`src/rtl/cdb_arbiter.sv`:
```
// Common data bus arbiter: one holding slot per execution unit, round-robin
// selection of one full slot per cycle onto a registered broadcast bus.
module cdb_arbiter #(
    parameter int NUM_REQ = 3,
    parameter int TAG_W   = 4,
    parameter int DATA_W  = 32
) (
    input  logic                      clk_in,
    input  logic                      rst_in,
    input  logic                      rdy_in,
    input  logic                      flush_in,
    input  logic [NUM_REQ-1:0]        req_valid,
    input  logic [NUM_REQ*TAG_W-1:0]  req_tag,
    input  logic [NUM_REQ*DATA_W-1:0] req_val,
    input  logic [NUM_REQ*DATA_W-1:0] req_addr,
    output logic [NUM_REQ-1:0]        req_ready,
    output logic                      cdb_active,
    output logic [TAG_W-1:0]          cdb_tag,
    output logic [DATA_W-1:0]         cdb_val,
    output logic [DATA_W-1:0]         cdb_addr,
    output logic                      busy_out
);
    localparam int PTR_W = (NUM_REQ > 1) ? $clog2(NUM_REQ) : 1;

    logic [NUM_REQ-1:0] r_full;
    logic [TAG_W-1:0]   r_tag  [NUM_REQ];
    logic [DATA_W-1:0]  r_val  [NUM_REQ];
    logic [DATA_W-1:0]  r_addr [NUM_REQ];
    logic [PTR_W-1:0]   r_ptr;
    logic               r_cdb_active;
    logic [TAG_W-1:0]   r_cdb_tag;
    logic [DATA_W-1:0]  r_cdb_val;
    logic [DATA_W-1:0]  r_cdb_addr;

    logic               w_advance;
    logic               w_any_grant;
    logic [NUM_REQ-1:0] w_grant;
    logic [NUM_REQ-1:0] w_accept;
    logic [NUM_REQ-1:0] w_full_next;
    logic [PTR_W:0]     w_pos;
    logic [PTR_W-1:0]   w_win_idx;
    logic [PTR_W-1:0]   w_ptr_next;
    logic [TAG_W-1:0]   w_win_tag;
    logic [DATA_W-1:0]  w_win_val;
    logic [DATA_W-1:0]  w_win_addr;

    assign w_advance = rst_in & rdy_in & ~flush_in;
    assign req_ready = {NUM_REQ{w_advance}} & (~r_full | w_grant);
    assign w_accept  = req_valid & req_ready;
    assign busy_out  = |r_full;

    // Round-robin search: visit ptr, ptr+1, ... wrapping at NUM_REQ.
    // NOTE: blocking assignments are correct here; w_pos and w_any_grant are
    // scratch values rewritten every iteration, and all get a default first
    // so no latch is inferred.
    always_comb begin
        w_grant     = '0;
        w_any_grant = 1'b0;
        w_pos       = '0;
        for (int k = 0; k < NUM_REQ; k++) begin
            w_pos = {1'b0, r_ptr} + (PTR_W+1)'(k);
            if (w_pos >= (PTR_W+1)'(NUM_REQ)) begin
                w_pos = w_pos - (PTR_W+1)'(NUM_REQ);
            end
            if (!w_any_grant && r_full[w_pos[PTR_W-1:0]]) begin
                w_grant[w_pos[PTR_W-1:0]] = 1'b1;
                w_any_grant               = 1'b1;
            end
        end
    end

    always_comb begin
        w_win_idx  = '0;
        w_win_tag  = '0;
        w_win_val  = '0;
        w_win_addr = '0;
        for (int i = 0; i < NUM_REQ; i++) begin
            if (w_grant[i]) begin
                w_win_idx  = PTR_W'(i);
                w_win_tag  = r_tag[i];
                w_win_val  = r_val[i];
                w_win_addr = r_addr[i];
            end
        end
    end

    assign w_ptr_next = (w_win_idx == PTR_W'(NUM_REQ - 1)) ? '0 : w_win_idx + 1'b1;

    // Tag 0 means "no result": such an accept leaves the slot empty.
    always_comb begin
        w_full_next = '0;
        for (int i = 0; i < NUM_REQ; i++) begin
            w_full_next[i] = (r_full[i] & ~w_grant[i]) |
                             (w_accept[i] & (req_tag[i*TAG_W +: TAG_W] != '0));
        end
    end

    always_ff @(posedge clk_in) begin
        if (!rst_in) begin
            r_full       <= '0;
            r_ptr        <= '0;
            r_cdb_active <= 1'b0;
            r_cdb_tag    <= '0;
            r_cdb_val    <= '0;
            r_cdb_addr   <= '0;
        end else if (rdy_in) begin
            if (flush_in) begin
                r_full       <= '0;
                r_cdb_active <= 1'b0;
                r_cdb_tag    <= '0;
                r_cdb_val    <= '0;
                r_cdb_addr   <= '0;
            end else begin
                r_full       <= w_full_next;
                r_cdb_active <= w_any_grant;
                r_cdb_tag    <= w_win_tag;
                r_cdb_val    <= w_win_val;
                r_cdb_addr   <= w_win_addr;
                if (w_any_grant) begin
                    r_ptr <= w_ptr_next;
                end
            end
        end
    end

    // NOTE: slot payload has no reset; it is only ever read while its full
    // bit is set, and full is cleared by reset.
    always_ff @(posedge clk_in) begin
        for (int i = 0; i < NUM_REQ; i++) begin
            if (w_accept[i]) begin
                r_tag[i]  <= req_tag[i*TAG_W +: TAG_W];
                r_val[i]  <= req_val[i*DATA_W +: DATA_W];
                r_addr[i] <= req_addr[i*DATA_W +: DATA_W];
            end
        end
    end

    assign cdb_active = r_cdb_active;
    assign cdb_tag    = r_cdb_tag;
    assign cdb_val    = r_cdb_val;
    assign cdb_addr   = r_cdb_addr;

endmodule

```
`config.mk`:
```
export PLATFORM = sky130hd
export DESIGN_NAME = cdb_arbiter
export DESIGN_NICKNAME = d
export VERILOG_FILES = /design/src/rtl/cdb_arbiter.sv
export SDC_FILE = /design/constraint.sdc
export NUM_CORES = 1
export LEC_CHECK = 0
export CORE_ASPECT_RATIO = 0.9
export CORE_MARGIN = 5
export CORE_UTILIZATION = 40
export DETAILED_ROUTE_END_ITERATION = 6
export GPL_ROUTABILITY_DRIVEN = 1
export GPL_TIMING_DRIVEN = 1
export PLACE_DENSITY_LB_ADDON = 0.15
export SLEW_MARGIN = 20
export SYNTH_ARGS = -nofsm -noshare
export SYNTH_HDL_FRONTEND = slang
export SYNTH_SLANG_ARGS = --single-unit
```
`constraint.sdc`:
```
create_clock -name clk_in -period 6.4 [get_ports clk_in]
set_input_delay 0.96 -clock clk_in [delete_from_list [all_inputs] [get_ports clk_in]]
set_output_delay 0.96 -clock clk_in [all_outputs]
set_load 0.01 [all_outputs]
```
==> out/qor.csv, run 1 <==
metric;value;unit
slew margin rel.;0.263;
vias in the first global route;7445;
clk_skew;0.0157;ns
Buf+Inv Stages, Crit Path;2;
core footprint;0.0252;sq mm
Setup Slack @ Placement;2.32;ns
register bit count reported by yosys;278;
WS Path Type;reg -> out;
First-pass DRT Iterations;5;
Finish-stage setup viols;0;
Critical Path Fanout Max;8;
first-pass GRT wire length;44.0;mm
clk slew on worst S/H paths;0.06;ns
area leader, netlist;edfxtp_1;
vias per inst;5.35;
GPL Wtd Cong;0.813;
register share of total power;0.509;
Seq/Total Area, Yosys;0.742;
Clk Latency, worst-skew pair;0.54;ns
crit path max-delay cell type;clkdlybuf4s50_1;
Fin Hold WS;0.468;ns
Worst R2R Path Depth;8;
EDFF count, synth;204;
Via Count;7005;
combinational share of power;0.076;
TritonCTS clock tree;built;
Die Ht;162;um
setup slack after layout;2.36;ns
top post-synthesis cells by area;edfxtp_1 60%, dfxtp_1 14%, a32oi_1 5.9%;
CP Data Required Time;5.44;ns
layout cell share with drive strength beyond 1;0.0693;
Clock Sinks;278;
Hold Path Class;reg -> reg;
CTS resizes;0;
GR Util met1;0.262;
GRT met2 Usage;0.322;
CTS root buffer;clkbuf_16;
final WL;29.1;mm
period utilisation layout;0.631;
H-tree depth;1;
max cap viols;0;
CTS max path bufs;3;
CTS Buf Count;29;
postcts setup bufs;0;
commonest cells after routing, fill and taps aside;283 x clkdlybuf4s50_1, 204 x edfxtp_1, 74 x dfxtp_1, 69 x a21boi_0, 69 x a32oi_1;
Cells after Synth;683;
Async SR Flop Fraction;0;
Total Routing Usage GR;0.196;
Starting DRT DRC Count;506;
most common cell after layout, fill and taps aside;clkdlybuf4s50_1;
full die area;0.0289;sq mm
Ys Warns;0;
Final Hold Viols;0;
sw frac;0.210;
highest cell delay on the worst timing path;0.59;ns
DP Area;0.0133;sq mm
Rows;55;
Slew @ Worst Pin;1.11;ns
Max Fclk;248;MHz
PortBufs;283;
unrepaired setup endpoints after global routing;false;
Ports;284;
GR Util met3;0.0512;
Internal;3.08;mW
crit path cell chain;inv_1 > ha_1 > nor2b_1 > nor3b_1 > o211ai_4 > and2_2 > a21oi_1 > clkdlybuf4s50_1;
antenna violations before repair;1;
Tmin final;4.04;ns
DRC violations left;0;
outcome;completed;
P_leak;4.52;nW
gr ovfl total;0;
# diodes;0;
Primary FF master, synth;edfxtp_1;
fin util;0.566;
critical path depth;8;
Synth Cell Area;0.0103;sq mm
syn avg cell area;15.0;sq um
Worst Hold Depth;2;
Layout Cell Area excl Fill;0.0143;sq mm
Slew Limit Fails;0;
DIE WIDTH;179;um
family with the most delay on the worst path;simple AND/OR/NAND/NOR gates;
kind of start point of the critical path;flop;
Synth top area share;0.597;
area grow syn2layout;39.1;%
# hold bufs at CTS;0;
Clk pwr share;0.415;
Post-DP HPWL;17.8;mm
fin nets;1159;
Mapped Nets;898;
DR WL/cell;22.3;um
CP endpoint kind;primary output;
grt peak-use layer;met2;
VDD IR max;0.147;mV
largest net degree at the start of global routing;72;
pwr dens;274;mW/mm^2
Crit path arrival time;3.08;ns
Fin Setup TNS;0;ns
sw power;0.818;mW
Initial Utilization;0.407;
Yosys cell types;40;
remaining antenna violation count after routing;0;
[worst paths after layout]
path	from	to	slack [ns]
worst max-delay path	r_ptr[0]$_SDFFE_PN0P_	req_ready[1]	2.36
worst min-delay path	cdb_addr[3]$_SDFFE_PN0P_	cdb_addr[3]$_SDFFE_PN0P_	0.47
worst max register to register	r_ptr[0]$_SDFFE_PN0P_	r_addr[0][34]$_DFFE_PP_	3.06
worst min register to register	cdb_addr[3]$_SDFFE_PN0P_	cdb_addr[3]$_SDFFE_PN0P_	0.47
[kinds of logic after synthesis]
family          count (synthesis)  share of synthesized area
flops                         278                      0.742
fa+ha+maj                       4                    0.00488
buf+inv                        70                     0.0296
compound gates                300                      0.204
simple gates                   27                     0.0150
mux                             4                    0.00451
[metal layers]
layer	share of wire	vias up
met5	0.00045	-
li1	-	3303
met4	0.019	2
met3	0.076	36
met2	0.47	267
met1	0.43	3397
[worst min-delay path, cell delays in order (launching register included)]
cell and delay, ns:
dfxtp_1 0.32, a32oi_1 0.05, o21ai_1 0.06
[metrics by stage]
stage,total power [mW],cells
3_5_place_dp,2.33,1255
5_1_grt,4.04,1309
3_3_place_gp,2.32,1255
6_report,3.90,1309
4_1_cts,3.95,1309
2_1_floorplan,2.12,683
[Yosys cell counts (5+ instances only)]
master / number
edfxtp_1: 204
dfxtp_1: 74
a21boi_0: 69
a32oi_1: 69
a31oi_1: 68
o21ai_0: 52
clkbuf_1: 41
o21ai_1: 21
buf_2: 15
inv_1: 8
a21oi_1: 5
and2_1: 5
[state kept, by name (all words and copies together) (netlist names)]
signal	flops
cdb_val	32
r_ptr	2
r_tag	12
cdb_tag	4
cdb_addr	32
cdb_active	1
r_addr	96
r_val	96
r_full	3
[area by class of cell]
class                      count  area, sq um
timing repair buffer         291         2890
multi-input combinational    335         2380
fill                        2066        10900
clock buffer                  39          793
tap                          342          428
inverter                       9         33.8
clock inverter                15          131
sequential                   278         7610
[power groups by stage]
| stage | sequential, mW | combinational (mW) | clock (mW) |
|---|---|---|---|
| after global routing | 1.99 | 0.321 | 1.73 |
| after floorplan | 2.03 | 0.0978 | 0 |
| final | 1.99 | 0.298 | 1.62 |
| after CTS | 1.99 | 0.303 | 1.66 |
| after detailed placement | 2.02 | 0.301 | 0 |
| after global placement | 2.02 | 0.300 | 0 |
Note: power is estimated with default switching activity, not from simulation.
==> run 2: changes to the inputs <==
clock period = 3.54 ns   (was 6.4 ns; I/O delays follow)
==> out/qor.csv, run 2 (synthesized netlist as in run 1, its figures left out) <==
metric;value;unit;change
register share of total power;0.515;;was 0.509
final WL;29.3;mm;was 29.1 mm
Slew Limit Fails;0;;unchanged
unrepaired setup endpoints after global routing;false;;unchanged
commonest cells after routing, fill and taps aside;281 x clkdlybuf4s50_1, 204 x edfxtp_1, 74 x dfxtp_1, 69 x a21boi_0, 69 x a32oi_1;;was 283 x clkdlybuf4s50_1, 204 x edfxtp_1, 74 x dfxtp_1, 69 x a21boi_0, 69 x a32oi_1
CTS max path bufs;3;;unchanged
CP endpoint kind;primary output;;unchanged
VDD IR max;0.300;mV;was 0.147 mV
pwr dens;485;mW/mm^2;was 274 mW/mm^2
slew margin rel.;0.365;;was 0.263
CTS root buffer;clkbuf_16;;unchanged
first-pass GRT wire length;44.0;mm;about the same
H-tree depth;1;;unchanged
combinational share of power;0.079;;was 0.076
CP Data Required Time;3.01;ns;was 5.44 ns
Via Count;6989;;was 7005
max cap viols;0;;unchanged
gr ovfl total;0;;unchanged
Clk Latency, worst-skew pair;0.54;ns;about the same
Starting DRT DRC Count;444;;was 506
remaining antenna violation count after routing;0;;unchanged
PortBufs;283;;unchanged
# hold bufs at CTS;0;;unchanged
sw power;1.47;mW;was 0.818 mW
First-pass DRT Iterations;4;;was 5
Initial Utilization;0.407;;unchanged
DRC violations left;0;;unchanged
fill count;2058;;was 2066
Clock Sinks;278;;unchanged
postcts setup bufs;0;;unchanged
Crit path arrival time;2.86;ns;was 3.08 ns
Die Ht;162;um;unchanged
Final Hold Viols;0;;unchanged
Fin Setup TNS;0;ns;unchanged
kind of start point of the critical path;flop;;unchanged
largest net degree at the start of global routing;72;;unchanged
Hold Path Class;reg -> reg;;unchanged
Ports;284;;unchanged
fin nets;1166;;was 1159
Rows;55;;unchanged
vias in the first global route;7353;;was 7445
Post-DP HPWL;18.4;mm;was 17.8 mm
P_leak;4.60;nW;was 4.52 nW
area grow syn2layout;40.2;%;was 39.1%
Total Routing Usage GR;0.196;;about the same
Top Registers;r_addr (96), r_val (96);;unchanged
clk slew on worst S/H paths;0.06;ns;about the same
sw frac;0.211;;was 0.210
TritonCTS clock tree;built;;unchanged
core footprint;0.0252;sq mm;unchanged
Internal;5.50;mW;was 3.08 mW
antenna violations before repair;1;;unchanged
most common cell after layout, fill and taps aside;clkdlybuf4s50_1;;unchanged
Critical Path Fanout Max;8;;unchanged
GPL Wtd Cong;0.794;;was 0.813
WS Path Type;reg -> out;;unchanged
period utilisation layout;0.959;;
full die area;0.0289;sq mm;unchanged
CTS Buf Count;29;;unchanged
vias per inst;5.31;;was 5.35
Clk pwr share;0.407;;was 0.415
DIE WIDTH;179;um;unchanged
Tmin final;3.39;ns;
clk_skew;0.0190;ns;was 0.0157 ns
Finish-stage setup viols;0;;unchanged
Slew @ Worst Pin;0.952;ns;was 1.11 ns
layout cell share with drive strength beyond 1;0.0832;;was 0.0693
DR WL/cell;22.3;um;about the same
Max Fclk;295;MHz;
Fin Hold WS;0.463;ns;was 0.468 ns
outcome;completed;;unchanged
-- run 2: worst paths after layout --
check	slack, ns	endpoint	start	cells past startpoint
setup / recovery	0.15	req_ready[0]	r_ptr[0]$_SDFFE_PN0P_	8
setup reg to reg	0.70	r_val[0][30]$_DFFE_PP_	r_ptr[0]$_SDFFE_PN0P_	9
hold reg to reg	0.46	cdb_val[24]$_SDFFE_PN0P_	cdb_val[24]$_SDFFE_PN0P_	2
hold / removal	0.46	cdb_val[24]$_SDFFE_PN0P_	cdb_val[24]$_SDFFE_PN0P_	2
-- run 2: metrics by stage --
stage / power, mW / util / std cells / cell area [sq um] / setup slack [ns]
floorplan: 3.84 / - / 683 / 10300 / 0.288
global placement: 4.21 / 0.534 / 1262 / 13500 / 0.602
detailed placement: 4.21 / 0.534 / 1262 / 13500 / 0.565
CTS: 7.06 / 0.570 / 1315 / 14400 / 0.0767
global route: 7.24 / 0.571 / 1316 / 14400 / 0.00496
finish: 6.98 / 0.571 / 1317 / 14400 / 0.145
-- run 2: layout make-up --
type | instances | area, sq um | share of cell area
sequential | 278 | 7610 | 0.529
timing repair buffer | 298 | 3010 | 0.210
multi-input combinational | 335 | 2390 | 0.166
clock buffer | 41 | 832 | 0.0579
tap | 342 | 428 | 0.0298
clock inverter | 12 | 70.1 | 0.00487
inverter | 9 | 33.8 | 0.00235
antenna | 2 | 5.00 | 0.000348
-- run 2: critical path, cell delays in order, from the launching register on --
cell and delay [ns]:
dfxtp_1 0.38, inv_1 0.08, ha_1 0.41, mux2i_1 0.26
o21a_1 0.21, o21ai_0 0.10, o22a_2 0.20, o21a_1 0.18
clkdlybuf4s50_1 0.50
-- run 2: repair_timing --
action                     4_1_cts  5_1_grt
resized for setup                2        4
pin swaps                        0        0
gates cloned                     0        0
setup endpoints to repair        1        3
-- run 2: power by group through the flow --
stage	Sequential (mW)	Clock [mW]	Combinational, mW
floorplan	3.66	0	0.177
global placement	3.66	0	0.549
detailed placement	3.66	0	0.555
CTS	3.59	2.91	0.558
global route	3.59	3.06	0.588
finish	3.59	2.84	0.548
-- run 2: layer usage --
metal | GRT usage | wire (um)
met5 | 0 | 0
met4 | 0.0471 | 671
met3 | 0.0533 | 2420
met2 | 0.317 | 13800
met1 | 0.266 | 12500
==> run 3: changes to the inputs <==
SLEW_MARGIN = 25   (was 20)
==> results of run 3 <==
The final DEF is identical to that of run 2; final timing and power are the same.
